`src/rtl/sift_pkg.sv`:
```
// ============================================================================
//  Module   : sift_pkg
//  Purpose  : Shared constants and FSM state type for the sifting reader.
//  Revision : 1.0  initial release
// ============================================================================
`default_nettype none

package sift_pkg;
    localparam int ADDR_W_DEFAULT = 10;
    localparam int RAW_DEPTH      = 1 << ADDR_W_DEFAULT;

    typedef enum logic [1:0] {
        IDLE  = 2'd0,
        SCAN  = 2'd1,
        DRAIN = 2'd2,
        FIN   = 2'd3
    } sift_state_t;
endpackage

`default_nettype wire

```
`src/rtl/sift_reader_if.sv`:
```
// ============================================================================
//  Module   : sift_reader_if
//  Purpose  : Raw-store read bus plus sifted-key valid/ready stream.
//  Revision : 1.0  initial release
// ============================================================================
`default_nettype none

interface sift_reader_if
    import sift_pkg::*;
#(
    parameter int ADDR_W = ADDR_W_DEFAULT
);
    logic [ADDR_W-1:0] mem_addr;
    logic              mem_bit;
    logic              mem_basis;
    logic              bob_basis;
    logic              key_bit;
    logic              key_valid;
    logic              key_ready;

    modport master (
        output mem_addr, key_bit, key_valid,
        input  mem_bit, mem_basis, bob_basis, key_ready
    );

    modport slave (
        input  mem_addr, key_bit, key_valid,
        output mem_bit, mem_basis, bob_basis, key_ready
    );
endinterface

`default_nettype wire

```
`src/rtl/sift_skid_fifo.sv`:
```
// ============================================================================
//  Module   : sift_skid_fifo
//  Purpose  : Two-entry 1-bit FIFO with push/pop/count; head is entry 0.
//  Revision : 1.0  initial release
// ============================================================================
`default_nettype none

module sift_skid_fifo (
    input  wire logic       clk,
    input  wire logic       rst,
    input  wire logic       i_push,
    input  wire logic       i_din,
    input  wire logic       i_pop,
    output logic            o_dout,
    output logic            o_empty,
    output logic [1:0]      o_count
);
    logic [1:0] r_mem;
    logic [1:0] r_count;
    logic       w_pop;
    logic       w_push;

    assign w_pop  = i_pop && (r_count != 2'd0);
    assign w_push = i_push && ((r_count != 2'd2) || w_pop);

    always_ff @(posedge clk or posedge rst) begin
        if (rst) begin
            r_mem   <= 2'b00;
            r_count <= 2'd0;
        end else begin
            case ({w_push, w_pop})
                2'b10: begin
                    r_mem[r_count[0]] <= i_din;
                    r_count           <= r_count + 2'd1;
                end
                2'b01: begin
                    r_mem[0] <= r_mem[1];
                    r_count  <= r_count - 2'd1;
                end
                2'b11: begin
                    // Simultaneous push/pop: occupancy unchanged, queue shifts.
                    if (r_count == 2'd1) begin
                        r_mem[0] <= i_din;
                    end else begin
                        r_mem[0] <= r_mem[1];
                        r_mem[1] <= i_din;
                    end
                end
                default: ;
            endcase
        end
    end

    assign o_dout  = r_mem[0];
    assign o_empty = (r_count == 2'd0);
    assign o_count = r_count;
endmodule

`default_nettype wire

```
`src/rtl/sift_reader.sv`:
```
// ============================================================================
//  Module   : sift_reader
//  Purpose  : Scans the raw-bit/basis stores and streams basis-matched bits.
//             Optional macro SIFT_DISCARD_COUNT_EN adds a discard counter port.
//  Revision : 1.0  initial release
// ============================================================================
`default_nettype none

module sift_reader
    import sift_pkg::*;
#(
    parameter int ADDR_W     = ADDR_W_DEFAULT,
    parameter int FIFO_DEPTH = 2
) (
    input  wire logic            clk,
    input  wire logic            rst,
    input  wire logic            start,
    input  wire logic [ADDR_W:0] num_bits,
    sift_reader_if.master        bus,
    output logic                 busy,
    output logic                 done,
    output logic [ADDR_W:0]      sift_count
`ifdef SIFT_DISCARD_COUNT_EN
    ,
    output logic [ADDR_W:0]      discard_count
`endif
);
    localparam logic [ADDR_W:0] c_one = 1;

    sift_state_t       r_state;
    sift_state_t       w_next;
    logic [ADDR_W:0]   r_num;
    logic [ADDR_W:0]   r_rd_ptr;
    logic [ADDR_W-1:0] r_last_addr;
    logic              r_inflight;
    logic [ADDR_W:0]   r_sift_count;
    logic              w_issue;
    logic              w_match;
    logic              w_pop;
    logic              w_empty;
    logic              w_dout;
    logic [1:0]        w_count;
    logic [2:0]        w_occ;

    // The pop honoured this cycle frees a slot, so a steady stream keeps one
    // read per cycle without ever exceeding the two FIFO entries.
    assign w_pop   = bus.key_valid && bus.key_ready;
    assign w_occ   = {1'b0, w_count} + {2'b00, r_inflight} - {2'b00, w_pop};
    assign w_issue = (r_state == SCAN) && (w_occ < 3'(FIFO_DEPTH));
    assign w_match = r_inflight && (bus.mem_basis == bus.bob_basis);

    always_comb begin
        w_next = r_state;
        case (r_state)
            IDLE:    if (start) w_next = (num_bits == '0) ? FIN : SCAN;
            SCAN:    if (w_issue && (r_rd_ptr == r_num - c_one)) w_next = DRAIN;
            DRAIN:   if (!r_inflight && w_empty) w_next = FIN;
            FIN:     w_next = IDLE;
            default: w_next = IDLE;
        endcase
    end

    always_ff @(posedge clk or posedge rst) begin
        if (rst) begin
            r_state      <= IDLE;
            r_num        <= '0;
            r_rd_ptr     <= '0;
            r_last_addr  <= '0;
            r_inflight   <= 1'b0;
            r_sift_count <= '0;
        end else begin
            r_state    <= w_next;
            r_inflight <= w_issue;
            if (w_issue) begin
                r_rd_ptr    <= r_rd_ptr + c_one;
                r_last_addr <= r_rd_ptr[ADDR_W-1:0];
            end
            if ((r_state == IDLE) && start) begin
                r_num        <= num_bits;
                r_rd_ptr     <= '0;
                r_sift_count <= '0;
            end else if (w_match) begin
                r_sift_count <= r_sift_count + c_one;
            end
        end
    end

`ifdef SIFT_DISCARD_COUNT_EN
    logic [ADDR_W:0] r_discard_count;

    always_ff @(posedge clk or posedge rst) begin
        if (rst) begin
            r_discard_count <= '0;
        end else if ((r_state == IDLE) && start) begin
            r_discard_count <= '0;
        end else if (r_inflight && !w_match) begin
            r_discard_count <= r_discard_count + c_one;
        end
    end

    assign discard_count = r_discard_count;
`endif

    sift_skid_fifo u_fifo (
        .clk     (clk),
        .rst     (rst),
        .i_push  (w_match),
        .i_din   (bus.mem_bit),
        .i_pop   (w_pop),
        .o_dout  (w_dout),
        .o_empty (w_empty),
        .o_count (w_count)
    );

    assign bus.mem_addr  = w_issue ? r_rd_ptr[ADDR_W-1:0] : r_last_addr;
    assign bus.key_valid = !w_empty;
    assign bus.key_bit   = w_dout;
    assign busy          = (r_state != IDLE);
    assign done          = (r_state == FIN);
    assign sift_count    = r_sift_count;
endmodule

`default_nettype wire

```
`src/flat_wrapper.sv`:
```
// flat-port wrapper written by rule: the top's interface ports become plain ports
module sift_reader_flat import sift_pkg::*;
#(
    parameter int ADDR_W     = ADDR_W_DEFAULT,
    parameter int FIFO_DEPTH = 2
)
  (clk, rst, start, num_bits, busy, done, sift_count, bus_mem_addr, bus_key_bit, bus_key_valid, bus_mem_bit, bus_mem_basis, bus_bob_basis, bus_key_ready);
  sift_reader_if #(.ADDR_W(ADDR_W)) bus_i ();
  input  wire logic clk;
  input  wire logic rst;
  input  wire logic start;
  input  wire logic [ADDR_W:0] num_bits;
  output logic busy;
  output logic done;
  output logic [ADDR_W:0] sift_count;
  output wire logic [$bits(bus_i.mem_addr)-1:0] bus_mem_addr;
  output wire logic [$bits(bus_i.key_bit)-1:0] bus_key_bit;
  output wire logic [$bits(bus_i.key_valid)-1:0] bus_key_valid;
  input wire logic [$bits(bus_i.mem_bit)-1:0] bus_mem_bit;
  input wire logic [$bits(bus_i.mem_basis)-1:0] bus_mem_basis;
  input wire logic [$bits(bus_i.bob_basis)-1:0] bus_bob_basis;
  input wire logic [$bits(bus_i.key_ready)-1:0] bus_key_ready;
  assign bus_mem_addr = bus_i.mem_addr;
  assign bus_key_bit = bus_i.key_bit;
  assign bus_key_valid = bus_i.key_valid;
  assign bus_i.mem_bit = bus_mem_bit;
  assign bus_i.mem_basis = bus_mem_basis;
  assign bus_i.bob_basis = bus_bob_basis;
  assign bus_i.key_ready = bus_key_ready;
  sift_reader #(.ADDR_W(ADDR_W), .FIFO_DEPTH(FIFO_DEPTH)) u_core (.clk(clk), .rst(rst), .start(start), .num_bits(num_bits), .bus(bus_i), .busy(busy), .done(done), .sift_count(sift_count));
endmodule
```
`config.mk`:
```
export PLATFORM = sky130hd
export DESIGN_NAME = sift_reader_flat
export DESIGN_NICKNAME = d
export VERILOG_FILES = /design/src/rtl/sift_pkg.sv /design/src/rtl/sift_reader_if.sv /design/src/rtl/sift_skid_fifo.sv /design/src/rtl/sift_reader.sv /design/src/flat_wrapper.sv
export SDC_FILE = /design/constraint.sdc
export NUM_CORES = 1
export LEC_CHECK = 0
export ABC_AREA = 1
export CAP_MARGIN = 0
export CORE_MARGIN = 2
export CORE_UTILIZATION = 25
export CTS_BUF_LIST = sky130_fd_sc_hd__clkbuf_4 sky130_fd_sc_hd__clkbuf_8 sky130_fd_sc_hd__clkbuf_16
export DETAILED_ROUTE_END_ITERATION = 8
export SLEW_MARGIN = 20
export SYNTH_ARGS = -nofsm -noshare
export SYNTH_HDL_FRONTEND = slang
export SYNTH_SLANG_ARGS = --single-unit
export TNS_END_PERCENT = 5
```
`constraint.sdc`:
```
create_clock -name clk -period 9.1 [get_ports clk]
set_clock_uncertainty 0.15 [all_clocks]
set_input_delay 0.91 -clock clk [delete_from_list [all_inputs] [get_ports clk]]
set_output_delay 0.91 -clock clk [all_outputs]
set_load 0.02 [all_outputs]
```
# Word-level counts from Yosys, hierarchy flattened
# Cells that the tools add are included.
[word_totals]
register_bits = 50
inputBits = 18
out_inout_bits = 25
[op_classes]
addsub = 7
eq_ne = 14
n_reduce_logical = 24
magnitude_cmp = 3
muxes = 18
[ops]
columns = ["op", "count"]
rows = [
  ["2-to-1 mux 11 bit", 4],
  ["adder 11 x 1 -> 11 bit, second input constant", 2],
  ["nonzero test 2 bit", 6],
  ["== test 11 bit", 1],
  ["logical NOT 11 bit", 1],
  ["subtractor 11 x 1 -> 11 bit, second input constant", 1],
  ["2-to-1 mux 10 bit", 1],
  ["logical AND 1 bit", 9],
  ["== test 2 bit, second input constant", 4],
  ["2-to-1 mux 2 bit", 4],
  ["!= test 2 bit, second input constant", 4],
  ["case mux 2 bit (4 select lines)", 1],
  ["== test 2 x 1 -> 1 bit, second input constant", 3],
  ["logical NOT 2 bit", 2],
  ["case mux 2 bit (2 select lines)", 1],
  ["adder 2 x 1 -> 3 bit", 1],
  ["less-than comparator 3 x 2 -> 1 bit, second input constant", 1],
  ["2-to-1 mux 1 bit", 3],
  ["case mux 1 bit (3 select lines)", 1],
  ["AND reduction 3 bit", 1],
  ["nonzero test 3 bit", 1],
  ["subtractor 3 x 1 -> 3 bit", 1],
  ["adder 2 x 1 -> 2 bit, second input constant", 1],
  ["bitwise mux 2 bit", 1],
  ["10 further kinds", 11],
]

# Longest topological paths before layout
# Gate-level depths: netlist (run 1).
[depth]
word_depth = 9
depth_mapped = 21

# By module
# Synthesis (run 1) repeated with hierarchy kept, for this count alone.
[unflattened]
hier_cells = 419
hier_area_um2 = 3047.9
[modules_own_cells]
columns = ["module", "instances", "seq_area_each_um2", "cells_per_inst", "area_per_inst_um2"]
rows = [
  ["sift_reader", 1, 1151.1, 372, 2723.9],
  ["sift_skid_fifo", 1, 100.1, 47, 324.1],
]

# Worst setup path before layout (run 1)
# OpenSTA, ideal clock, no wires.
[synth_timing]
path_type = "input-to-output"
startpoint = "in bus_key_ready"
endpoint = "out bus_mem_addr[9]"
n_path_buf = 1
path_stages = 10
arrival_time_ns = 3.076
setup_slack_ns = 4.964
required_time_ns = 8.040
cell_sequence = "nand2_1 inv_1 ha_1 or2_2 fa_1 nand2_1 inv_1 nand3_4 clkbuf_1 o21ai_0"
[synth_via]
elab_chain_cells = 5
[synth_rtl]
columns = ["element", "line_no", "text"]
rows = [
  ["start, declared", "flat_wrapper.sv:22", "input wire logic [$bits(bus_i.key_ready)-1:0] bus_key_ready;"],
  ["logical AND 1 bit", "sift_reader.sv:47", "assign w_pop = bus.key_valid && bus.key_ready;"],
  ["subtractor 3 x 1 -> 3 bit", "sift_reader.sv:48", "assign w_occ = {1'b0, w_count} + {2'b00, r_inflight} - {2'b00, w_pop};"],
  ["less-than comparator 3 x 2 -> 1 bit", "sift_reader.sv:49", "assign w_issue = (r_state == SCAN) && (w_occ < 3'(FIFO_DEPTH));"],
  ["logical AND 1 bit", "sift_reader.sv:49", ""],
  ["2-to-1 mux 10 bit", "sift_reader.sv:115", "assign bus.mem_addr = w_issue ? r_rd_ptr[ADDR_W-1:0] : r_last_addr;"],
  ["end, declared", "flat_wrapper.sv:16", "output wire logic [$bits(bus_i.mem_addr)-1:0] bus_mem_addr;"],
]
# No other way between the ends.

# Worst setup path in the final report (run 1)
[layout_timing]
startpoint = "in bus_key_ready"
endpoint = "out bus_mem_addr[5]"
# The elaborated chain is that of the path after synthesis.

==> reports/qor.txt, run 1 <==
Final period util: 55.3%
Filler cells: 1,222
Worst Setup SP: bus_key_ready
Synth unique cells: 41
Core area: 0.0115 mm2
Top fanout value on the critical path: 24
Fin Hold WS: 336 ps
Final non-filler cell total: 564
Routed WL: 6650 um
Adder-Cell Fraction of Synth Area: 5.77%
Chip width: 113 um
Cell Area, Synth: 0.00295 mm2
Syn Area/Cell: 7.82 um2
Antenna violations before repair: 0
# setup viols final: 0
Max cap viols: 0
TNS Setup: 0 ps
Critical setup path kind: input pin to primary output
CTS H-tree depth: 2
Drc violations: 0
Reg2Reg Setup Slack: 5380 ps
Maximum vdd drop: 0.000118 V
First-pass GRT wire length: 11,500 um
Reg2Reg Depth: 21
Clk slew on worst S/H paths: 70 ps
Num CTS Buffers: 5
Outcome: completed
Mux cell area share after synthesis: 0%
CP Capture Type: primary output
Top Layer Used: met4
Area delta synth->final: 24.6%
Vias: 2,486
Fmax: 199 MHz
Root buf cell: clkbuf_16
Site Rows: 39
Clock Path Buffers: 2
Starting Density: 25.7%
Worst setup path end: bus_mem_addr[5]
Worst Hold Path Cells: 2
Buffers on Ports: 42
Global-route usage over all layers: 11.1%
Die height: 113 um
Post-synth EDFFs: 0
Yosys warnings: 0
CP Data Required Time: 8040 ps
Wl on met1: 3090 um
Share of cells above drive strength 1: 9.03%
Async S/R FF share, synth: 100%
DPL Wire Length: 5020 um
RSZ-0062 raised after global routing: no
Net count after synthesis: 408
Endpoints failing hold: 0
Pwr dens: 256 mW/mm2
Met2 wire length: 3250 um
Synth Area in XOR/XNOR: 3.73%
Post-CTS Resized: 0
Slew headroom: 57.1%
Synth Instances: 377
Synth Register Bits: 50
Compound-gate portion of the synthesized area: 11.0%
Diode count: 0
DR pass1 iterations: 6
HP Class: flop to flop
Remaining global-route overflow: 0
Total clock sinks: 50
GP Congestion: 0.841
Static leakage: 1.72 nW
Vias in the first global route: 2,463
# hold bufs at CTS: 0
Post-route minimum period: 5040 ps
FF/Latch Area: 0.00125 mm2
RR Endpoint: u_core.r_state[0]
Via density: 4.41
Synth Area in Simple Gates: 28.1%
Main combinational cell family by area after synthesis: simple AND/OR/NAND/NOR gates
Pin count of the biggest net entering global routing: 51
Slew Limit Fails: 0
Dpl cells: 557
Crit path launch type: input pin
Worst skew pair latency: 290 ps
Sequential element share of the synthesized area: 42.4%
Worst-Margin Slew: 643 ps
WL per Instance: 11.8 um
DRT iter0 DRCs: 86
TritonCTS clock tree: yes
Reg-to-Reg Start: u_core.u_fifo.o_count[0]
Die area: 0.0127 mm2
Post-CTS setup buffers: 0
Final net count: 452
Most used DFF post-synth: dfrtp_1
Remaining antenna violation count after routing: 0
Multi-input logic area: 0.00144 mm2
Met3 wire length: 219 um
WP data arrival: 3980 ps
IO Count: 43
critical path, cell delays in order:
cell             delay [ps]
clkdlybuf4s50_1         460
nand2_1                 110
inv_1                   130
ha_1                    230
or2_2                   300
fa_1                    480
nand2_1                  50
inv_1                    90
nand3_4                 230
o21ai_0                 320
clkdlybuf4s50_1         660
power breakdown:
part,switching (W),leakage [nW],internal (W)
combinational,0.000255,0.985,0.000169
clock,0.0000833,0.0664,0.000104
sequential,0.0000509,0.665,0.000278
how the worst min path moves through the flow:
stage,from,to,slack (ps)
6_report,u_core.r_last_addr[0],u_core.r_last_addr[0],340
5_1_grt,u_core.r_last_addr[0],u_core.r_last_addr[0],360
4_1_cts,u_core.r_last_addr[0],u_core.r_last_addr[0],340
3_5_place_dp,u_core.r_last_addr[0],u_core.r_last_addr[0],320
3_3_place_gp,u_core.r_last_addr[0],u_core.r_last_addr[0],320
2_1_floorplan,u_core.r_num[1],u_core.r_num[1],300
placed cells by master, fill, tap and decap left out, drive strengths merged, types with 2 or more instances in the layout:
| cell | instances |
|---|---|
| a21oi | 17 |
| clkbuf | 6 |
| clkdlybuf4s50 | 42 |
| dfrtp | 50 |
| ha | 12 |
| inv | 62 |
| nand2 | 96 |
| nand3 | 20 |
| nand4 | 10 |
| nor2 | 30 |
| nor3 | 7 |
| nor4 | 3 |
| o21ai | 39 |
| or2 | 4 |
| xnor2 | 2 |
| xor2 | 8 |
state kept, by name (all words and copies together), names as in the netlist:
name	flops
u_core.u_fifo.r_mem	2
u_core.r_last_addr	10
u_core.r_num	11
u_core.r_state	2
u_core.r_inflight	1
u_core.r_rd_ptr	11
u_core.u_fifo.o_count	2
u_core.sift_count	11
final cells by class:
| type | instances | area share, % |
|---|---|---|
| clock buffer | 6 | 3.61 |
| clock inverter | 1 | 0.204 |
| timing repair buffer | 43 | 11.6 |
| multi-input combinational | 258 | 39.1 |
| tap | 143 | 4.87 |
| inverter | 63 | 6.54 |
| sequential | 50 | 34.1 |
metrics by stage:
| step | util (%) | power, W | setup WS [ps] | instance area [um2] |
|---|---|---|---|---|
| after detailed placement | 30.8 | 0.000761 | 4050 | 3530 |
| after CTS | 32.0 | 0.000954 | 4050 | 3670 |
| final | 32.0 | 0.000940 | 4060 | 3670 |
| after floorplan | - | 0.000634 | 4960 | 2950 |
| after global routing | 32.0 | 0.00103 | 3860 | 3670 |
| after global placement | 30.8 | 0.000749 | 4140 | 3530 |
per-layer routing:
layer / GRT usage [%] / up-vias
li1: - / 1291
met1: 13.7 / 1150
met2: 19.4 / 37
met3: 2.27 / 8
met4: 3.41 / 0
met5: 0 / -
cells in the mapped netlist, types with 2 or more instances:
cell | count | area [um2]
xnor2_1 | 2 | 17.5
nand4_1 | 9 | 56.3
nand2_1 | 91 | 342
inv_2 | 5 | 18.8
nor2_2 | 4 | 25.0
nor2_1 | 24 | 90.1
buf_2 | 2 | 10.0
o21ai_1 | 2 | 10.0
nand2_2 | 5 | 31.3
nor3_2 | 2 | 20.0
dfrtp_1 | 50 | 1250
o21ai_0 | 36 | 180
xor2_1 | 8 | 70.1
or2_2 | 2 | 12.5
nor4_1 | 2 | 12.5
ha_1 | 12 | 150
nand3_1 | 18 | 90.1
a21oi_1 | 16 | 80.1
nor2_4 | 2 | 22.5
inv_1 | 57 | 214
nor3_1 | 5 | 25.0
clkbuf_1 | 4 | 15.0
logic make-up (layout without fill, tap and decap cells):
kind of cell / Yosys count / count (layout)
AO/OA/AOI/OAI: 61 / 61
XOR/XNOR: 11 / 11
adder cells (fa/ha/maj): 13 / 13
buffers and inverters: 69 / 113
flip-flops: 50 / 50
AND/OR/NAND/NOR: 173 / 173
Note: power is estimated with default switching activity, not from simulation.
==> inputs of run 2 (changes only) <==
==> constraint.sdc (replaced) <==
create_clock -name clk -period 4.54 [get_ports clk]
set_clock_uncertainty 0.15 [all_clocks]
set_input_delay 0.454 -clock clk [delete_from_list [all_inputs] [get_ports clk]]
set_output_delay 0.454 -clock clk [all_outputs]
set_load 0.02 [all_outputs]
==> run 2 against run 1 <==
Net effect:
- wire length grew 4.9%
- critical path type is now flop to primary output
- via count grew 2.7%
- clock power grew 140%
- global-route usage shrank 0.18 points
- critical endpoint is now bus_mem_addr[4]
- hold slack lost 11 ps
==> reports/qor.txt, run 2 (synthesis gave the netlist of run 1 again) <==
Crit path launch type: flop
Starting Density: 25.7%
Static leakage: 1.75 nW
Outcome: completed
Final period util: 94.8%
DPL Wire Length: 5040 um
Vias: 2,553
Remaining antenna violation count after routing: 0
Pwr dens: 532 mW/mm2
Slew headroom: 39.5%
Clock share of power: 22.3%
WP data arrival: 3700 ps
CP Capture Type: primary output
Clk slew on worst S/H paths: 70 ps
Antenna violations before repair: 0
Routed WL: 6970 um
Buffers on Ports: 42
Final net count: 453
Share of cells above drive strength 1: 9.46%
Util after Layout: 32.4%
Vias in the first global route: 2,457
Worst skew pair latency: 290 ps
Worst Hold Path Cells: 2
CTS H-tree depth: 2
TNS Setup: 0 ps
Endpoints failing hold: 0
Maximum vdd drop: 0.000246 V
Reg2Reg Depth: 21
Site Rows: 39
Core area: 0.0115 mm2
Min-Delay Startpoint: u_core.r_last_addr[0]
Remaining global-route overflow: 0
Reg-to-Reg Start: u_core.u_fifo.o_count[0]
Critical setup path kind: flop to primary output
# setup viols final: 0
Clock Path Buffers: 2
Seq pwr share: 33.4%
# hold bufs at CTS: 0
Max cap viols: 0
DRT iter0 DRCs: 83
RR Endpoint: u_core.r_state[1]
RSZ-0062 raised after global routing: yes
Via density: 4.51
Die area: 0.0127 mm2
Post-CTS setup buffers: 0
Root buf cell: clkbuf_16
Final WS setup: 235 ps
Die height: 113 um
Most common cell after layout, fill and taps aside: nand2_1
Internal power: 0.00117 W
HP Class: flop to flop
Chip width: 113 um
Slew Limit Fails: 0
Reg2Reg Setup Slack: 670 ps
Hold endpoint: u_core.r_last_addr[0]
CP Data Required Time: 3940 ps
Worst-Margin Slew: 905 ps
Drc violations: 0
First-pass GRT wire length: 11,300 um
Diode count: 0
Switch Pwr: 0.000805 W
TritonCTS clock tree: yes
IO Count: 43
Global-route usage over all layers: 10.9%
Pin count of the biggest net entering global routing: 51
Logic pwr share: 44.3%
WL per Instance: 12.3 um
DR pass1 iterations: 4
Post-route minimum period: 4300 ps
Switching Share: 40.7%
Total clock sinks: 50
Placement Setup Slack: 448 ps
Num CTS Buffers: 5
Fmax: 232 MHz
Top fanout value on the critical path: 12
Most frequent cells in the layout: nand2_1, inv_1, dfrtp_1
GP Congestion: 0.860
Area delta synth->final: 26.0%
[run 2: changes by cell type in the layout (fill, tap and decap cells not counted)]
cell	delta
clkinvlp_4	-1
clkdlybuf4s50_1	-1
inv_4	-1
o21ai_1	+1
clkbuf_4	+1
bufinv_16	+1
o21ai_0	-1
clkinv_2	+1
nand3_2	+1
dlymetal6s2s_1	+1
[run 2: through the flow]
| stage | area (um2) | cells | hold WS, ps | power [W] |
|---|---|---|---|---|
| finish | 3710 | 566 | 325 | 0.00198 |
| global route | 3710 | 566 | 377 | 0.00216 |
| global placement | 3530 | 557 | 320 | 0.00150 |
| detailed placement | 3530 | 557 | 318 | 0.00152 |
| floorplan | 2950 | 377 | 303 | 0.00127 |
| CTS | 3700 | 565 | 337 | 0.00197 |
[run 2: layer usage]
layer / vias to the layer above / wire [um] / GRT usage (%)
met2: 49 / 3320 / 19.0
li1: 1304 / - / -
met5: - / 0 / 0
met1: 1196 / 3270 / 13.6
met3: 4 / 313 / 2.43
met4: 0 / 68 / 3.01
[run 2: cell type report]
type,instances,area (um2)
fill,1196,7750
timing repair buffer,43,430
multi-input combinational,259,1450
clock buffer,7,140
inverter,63,239
sequential,50,1250
tap,143,179
clock inverter,1,30.0
[run 2: how the worst max path moves through the flow]
stage                                   from              end  slack [ps]
finish              u_core.u_fifo.o_count[0]  bus_mem_addr[4]         240
global route        u_core.u_fifo.o_count[0]  bus_mem_addr[3]         -30
CTS                 u_core.u_fifo.o_count[0]  bus_mem_addr[4]         180
detailed placement             bus_key_ready  bus_mem_addr[4]         450
global placement               bus_key_ready  bus_mem_addr[0]         480
floorplan           u_core.u_fifo.o_count[0]  bus_mem_addr[9]         930
[run 2: timing repair]
action	CTS	global route
resized for setup	0	2
endpoints found under the hold margin	0	0
endpoints found under the setup margin	0	7
[run 2: power groups by stage]
stage                     Sequential [W]  Combinational, W  Clock [W]
after floorplan                 0.000653          0.000619          0
after global placement          0.000665          0.000836          0
after detailed placement        0.000669          0.000855          0
after CTS                       0.000661          0.000861   0.000452
after global routing            0.000679           0.00101   0.000470
final                           0.000660          0.000876   0.000441
[run 2: critical path, stage by stage (launching register included)]
cell             delay, ps
dfrtp_1                430
inv_1                  130
ha_1                   190
inv_1                   60
nand2_1                130
inv_1                   90
ha_1                   260
or2_2                  300
fa_1                   480
nand2_1                 50
inv_1                  160
nand3_2                320
nand2_1                130
o21ai_0                120
clkdlybuf4s50_1        560
